`config.mk`:
```
export PLATFORM = sky130hd
export DESIGN_NAME = ir_beam_emitter
export DESIGN_NICKNAME = d
export VERILOG_FILES = /design/src/rtl/ir_pkg.sv /design/src/rtl/ir_carrier_gen.sv /design/src/rtl/ir_beam_emitter.sv
export SDC_FILE = /design/constraint.sdc
export NUM_CORES = 1
export LEC_CHECK = 0
export BUFFER_PORTS_ARGS = -buffer_cell sky130_fd_sc_hd__buf_2
export CORE_UTILIZATION = 62
export DETAILED_ROUTE_END_ITERATION = 12
export GPL_ROUTABILITY_DRIVEN = 0
export PLACE_DENSITY = 0.91
export SLEW_MARGIN = 20
export SYNTH_ARGS = -nofsm -noshare
export SYNTH_HDL_FRONTEND = slang
export SYNTH_SLANG_ARGS = --single-unit
```
`constraint.sdc`:
```
create_clock -name clk -period 3.4 [get_ports clk]
set_input_delay 0.17 -clock clk [delete_from_list [all_inputs] [get_ports clk]]
set_output_delay 0.17 -clock clk [all_outputs]
set_load 0.05 [all_outputs]
```
`src/rtl/ir_pkg.sv`:
```
// Shared IR link definitions: frame FSM states and default carrier/frame timing.
// Latency: n/a (types and constants only).
// Backpressure: n/a.
package ir_pkg;

    typedef enum logic [2:0] {
        IDLE,
        HDR_MRK,
        HDR_SPC,
        BIT_MRK,
        BIT_SPC,
        STOP_MRK,
        DONE
    } ir_state_e;

    localparam int DEF_CLK_HZ     = 50_000_000;
    localparam int DEF_CARRIER_HZ = 38_000;
    localparam int DEF_HDR_MARK   = 16;
    localparam int DEF_HDR_SPACE  = 8;
    localparam int DEF_BIT_MARK   = 4;
    localparam int DEF_ZERO_SPACE = 4;
    localparam int DEF_ONE_SPACE  = 12;
    localparam int DEF_STOP_MARK  = 4;

    function automatic int max2(input int a, input int b);
        return (a > b) ? a : b;
    endfunction

endpackage

```
`src/rtl/ir_carrier_gen.sv`:
```
// Square-wave carrier: phase high for HALF cycles, low for HALF, tick on last cycle of each period.
// Latency: restart gives counter=0, phase high on the following cycle.
// Backpressure: none; free-running.
module ir_carrier_gen #(
    parameter int HALF = 2
) (
    input  logic clk,
    input  logic rst,
    input  logic restart,
    output logic phase,
    output logic tick
);

    localparam int CW = (HALF > 1) ? $clog2(HALF) : 1;

    logic [CW-1:0] cnt;
    logic          at_end;

    assign at_end = (cnt == CW'(HALF - 1));
    // Tick marks the cycle right before phase goes low->high, i.e. a period boundary.
    assign tick   = at_end & ~phase;

    always_ff @(posedge clk or posedge rst) begin
        if (rst) begin
            cnt   <= '0;
            phase <= 1'b0;
        end else if (restart) begin
            cnt   <= '0;
            phase <= 1'b1;
        end else if (at_end) begin
            cnt   <= '0;
            phase <= ~phase;
        end else begin
            cnt   <= cnt + 1'b1;
        end
    end

endmodule

```
`src/rtl/ir_beam_emitter.sv`:
```
// IR break-beam emitter: continuous carrier while idle, pulse-distance coded 8-bit frames on request.
// Latency: ir_led/busy assert the cycle after an accepted tx_start; tx_done one cycle after the last stop period.
// Backpressure: tx_start is dropped while busy; no queuing.
module ir_beam_emitter
    import ir_pkg::*;
#(
    parameter int CLK_HZ     = DEF_CLK_HZ,
    parameter int CARRIER_HZ = DEF_CARRIER_HZ,
    parameter int HDR_MARK   = DEF_HDR_MARK,
    parameter int HDR_SPACE  = DEF_HDR_SPACE,
    parameter int BIT_MARK   = DEF_BIT_MARK,
    parameter int ZERO_SPACE = DEF_ZERO_SPACE,
    parameter int ONE_SPACE  = DEF_ONE_SPACE,
    parameter int STOP_MARK  = DEF_STOP_MARK
) (
    input  logic       clk,
    input  logic       rst,
    input  logic       en,
    input  logic       tx_start,
    input  logic [7:0] tx_data,
    output logic       ir_led,
    output logic       busy,
    output logic       tx_done
);

    localparam int HALF    = CLK_HZ / (2 * CARRIER_HZ);
    localparam int MAX_DUR = max2(max2(max2(HDR_MARK, HDR_SPACE), max2(BIT_MARK, ZERO_SPACE)),
                                  max2(ONE_SPACE, STOP_MARK));
    localparam int CNT_W   = (MAX_DUR > 1) ? $clog2(MAX_DUR) : 1;

    if (HALF < 1) begin : g_bad_half
        $error("ir_beam_emitter: CLK_HZ too low for CARRIER_HZ (HALF < 1)");
    end
    if (HDR_MARK < 1 || HDR_SPACE < 1 || BIT_MARK < 1 ||
        ZERO_SPACE < 1 || ONE_SPACE < 1 || STOP_MARK < 1) begin : g_bad_dur
        $error("ir_beam_emitter: every frame segment must last at least one carrier period");
    end

    ir_state_e        state;
    logic [CNT_W-1:0] per_cnt;
    logic [CNT_W-1:0] seg_last;
    logic [2:0]       bit_idx;
    logic [7:0]       data;
    logic             phase;
    logic             tick;
    logic             accept;

    assign accept = tx_start && (state == IDLE || state == DONE);

    ir_carrier_gen #(
        .HALF (HALF < 1 ? 1 : HALF)
    ) u_carrier (
        .clk     (clk),
        .rst     (rst),
        .restart (accept),
        .phase   (phase),
        .tick    (tick)
    );

    // Index of the final carrier period of the current segment.
    always_comb begin
        seg_last = '0;
        case (state)
            HDR_MRK:  seg_last = CNT_W'(HDR_MARK - 1);
            HDR_SPC:  seg_last = CNT_W'(HDR_SPACE - 1);
            BIT_MRK:  seg_last = CNT_W'(BIT_MARK - 1);
            BIT_SPC:  seg_last = data[3'd7 - bit_idx] ? CNT_W'(ONE_SPACE - 1) : CNT_W'(ZERO_SPACE - 1);
            STOP_MRK: seg_last = CNT_W'(STOP_MARK - 1);
            default:  seg_last = '0;
        endcase
    end

    // The LED is a pure decode of registered carrier/FSM state; en only matters outside a frame.
    always_comb begin
        case (state)
            HDR_MRK, BIT_MRK, STOP_MRK: ir_led = phase;
            HDR_SPC, BIT_SPC:           ir_led = 1'b0;
            default:                    ir_led = en & phase;
        endcase
    end

    always_ff @(posedge clk or posedge rst) begin
        if (rst) begin
            state   <= IDLE;
            per_cnt <= '0;
            bit_idx <= '0;
            data    <= '0;
            busy    <= 1'b0;
            tx_done <= 1'b0;
        end else begin
            tx_done <= 1'b0;
            case (state)
                IDLE, DONE: begin
                    per_cnt <= '0;
                    bit_idx <= '0;
                    if (tx_start) begin
                        data  <= tx_data;
                        state <= HDR_MRK;
                        busy  <= 1'b1;
                    end else begin
                        state <= IDLE;
                        busy  <= 1'b0;
                    end
                end
                default: begin
                    if (tick) begin
                        if (per_cnt != seg_last) begin
                            per_cnt <= per_cnt + 1'b1;
                        end else begin
                            per_cnt <= '0;
                            case (state)
                                HDR_MRK: state <= HDR_SPC;
                                HDR_SPC: state <= BIT_MRK;
                                BIT_MRK: state <= BIT_SPC;
                                BIT_SPC: begin
                                    if (bit_idx == 3'd7) begin
                                        state <= STOP_MRK;
                                    end else begin
                                        bit_idx <= bit_idx + 1'b1;
                                        state   <= BIT_MRK;
                                    end
                                end
                                default: begin
                                    state   <= DONE;
                                    busy    <= 1'b0;
                                    tx_done <= 1'b1;
                                end
                            endcase
                        end
                    end
                end
            endcase
        end
    end

endmodule
```
==> run metrics <==
commonest non-fill, non-tap cell in the layout dfrtp_1; TritonCTS Sinks 31; met1 usage 37.34%; met3 global-route usage 5.460%; hold worst-path end data[2]$_DFFE_PP0P_; vias in the first global route 1166; maxcap violations 0; Post-Syn Area per Cell 10.28 um^2; final setup TNS 0 ns; DRC 0; largest net degree at the start of global routing 32; flop2flop setup slack 0.89 ns; postcts setup bufs 0; actual slew at the worst max-slew pin 0.6228 ns; PortBufs 14; register area share after synthesis 47.77%; Mapped Nets 175; Power Density 330.0 nW/um^2; Synth Instances 158; core area 2477 um^2; Die W 53.18 um; Primary FF master, synth dfrtp_1; clock buffer depth 2; crit path kind flop to flop; total grt overflow 0; R2R depth 6; final hold violations 0; RSZ-0062 raised after global routing no; Mapped Area 1624 um^2; Initial Utilization 65.56%; starting DRC count in detailed routing 37; post-DP HPWL 2169 um; vias 1253; share of layout cells above drive strength 1 19.32%; Rows 18; RR Startpoint bit_idx[0]$_DFFE_PP0P_; post-layout util 71.57%; Clk Latency, worst-skew pair 0.33 ns; DR pass1 iterations 4; Final Critical Period 2.514 ns; # nets final 192; Worst-path clk slew 0.10 ns; RR Endpoint busy$_DFFE_PP0P_; DIE HEIGHT 53.18 um; Yosys reg bits 31; met2 usage 40.08%; status complete, no violations; Crit. End Element flop; first-pass GRT wire length 5202 um; drt wl/cell 15.04 um; crit path DAT 2.70 ns; asr flop ratio synth 100.0%; Antenna diodes 0; Area Overhead vs Synth 9.168%; Max rail drop VDD 0.3713 mV; Worst EP required 3.58 ns; synth warn 0; Inserted Clock Buffers 5; Final period util 73.93%; clk root buf clkbuf_4; critical path launch point type flop; gr usage total 26.89%; EDFF count, synth 0; Worst Hold Depth 2; post-route clock skew 0.007874 ns; CTS tree built; Synth cell types 40; total wire length 3098 um; HP Class input pin to flop; Max Slew Vio Count 0; highest fanout seen on the critical path 7; LEAKAGE 0.8050 nW; GRT busiest layer met2; final setup fails 0; slew margin rel. 58.42%; min-delay src tx_data[2]; I/O Pins 15; die area 2828 um^2; fmax 397.8 MHz; routed vias/inst 6.083; depth of the CTS H-tree 2; antenna viol nets, final 0; most frequent cells in the layout dfrtp_1 (31), nor2_1 (16), buf_2 (14), nand2_1 (10); initial antenna violation count 0
state kept, by name, indices dropped and copies added, names as in the netlist:
name / count
busy: 1
state: 3
data: 8
u_carrier.phase: 1
per_cnt: 4
tx_done: 1
u_carrier.cnt: 10
bit_idx: 3
critical path, stage by stage (launching register included):
cell     delay (ns)
dfrtp_1        0.48
mux4_2         0.52
or2_0          0.23
a32oi_2        0.32
xnor2_1        0.23
nor3_2         0.43
a32oi_1        0.16
kinds of logic after synthesis:
logic type | share of synthesized area [%]
and+or+nand+nor | 19.03
DFF | 47.77
AOI/OAI and AO/OA | 10.48
xor gates and xnor gates | 7.550
muxes | 8.783
buffers and inverters | 2.542
adders and majority gates | 3.852
report_power, final:
part	internal, mW	switching [mW]
registers	0.368	0
clock network	0.0805	0.122
logic	0.00535	0.00876
total	0.454	0.131
synth_stat cells, drive strengths merged, types with 2 or more instances:
cell type	number	area [um^2]
a32oi	2	25.03
mux2i	3	30.03
nand2	10	37.54
nand3	8	40.04
or2	2	12.52
xor2	8	70.07
dfrtp	31	775.7
o211ai	2	15.01
a21oi	7	35.03
clkbuf	3	11.26
nor3	5	30.03
or3b	3	26.28
and3	3	18.77
ha	5	62.56
buf	2	7.510
o21ai	7	35.03
nor2b	2	12.51
nand4	2	12.51
inv	6	22.52
nor2	16	60.06
mux2	8	90.09
xnor2	6	52.55
a31oi	4	25.02
how the worst max path moves through the flow:
stage                                 from                to  slack [ns]  cells after the start
floorplan           bit_idx[0]$_DFFE_PP0P_  busy$_DFFE_PP0P_        1.17                      6
detailed placement  bit_idx[0]$_DFFE_PP0P_  busy$_DFFE_PP0P_        0.92                      6
CTS                 bit_idx[0]$_DFFE_PP0P_  busy$_DFFE_PP0P_        0.87                      6
global placement    bit_idx[0]$_DFFE_PP0P_  busy$_DFFE_PP0P_        1.03                      6
finish              bit_idx[0]$_DFFE_PP0P_  busy$_DFFE_PP0P_        0.89                      6
global route        bit_idx[0]$_DFFE_PP0P_  busy$_DFFE_PP0P_        0.72                      6
stage by stage:
stage	power (mW)	instance area [um^2]	hold slack (ns)	std cells	setup WS [ns]
global placement	0.3886	1713	0.4018	197	1.026
CTS	0.5866	1763	0.05973	205	0.8725
floorplan	0.3813	1624	0.2735	158	1.169
finish	0.5851	1773	0.06541	206	0.8863
global route	0.6059	1773	0.05701	206	0.7183
detailed placement	0.3892	1713	0.4065	197	0.9241
routing by layer:
metal  up-vias  wire (um)  share of wire, %
li1        595          -                 -
met1       607       1402                45
met2        46       1486                48
met3         5        165               5.3
met4         0         44               1.4
met5         -          0                 0
what timing repair did:
item	in CTS	in global routing
resized for setup	0	0
hold buffers	0	1
hold endpoints to repair	0	31
area by class of cell:
class | count | area [um^2]
clock buffer | 7 | 45.04
clock inverter | 1 | 5.005
fill | 178 | 704.4
inverter | 6 | 22.52
multi-input combinational | 116 | 807.0
sequential | 31 | 775.7
tap | 30 | 37.54
timing repair buffer | 15 | 80.08
Power figures use the tool's default switching activity.
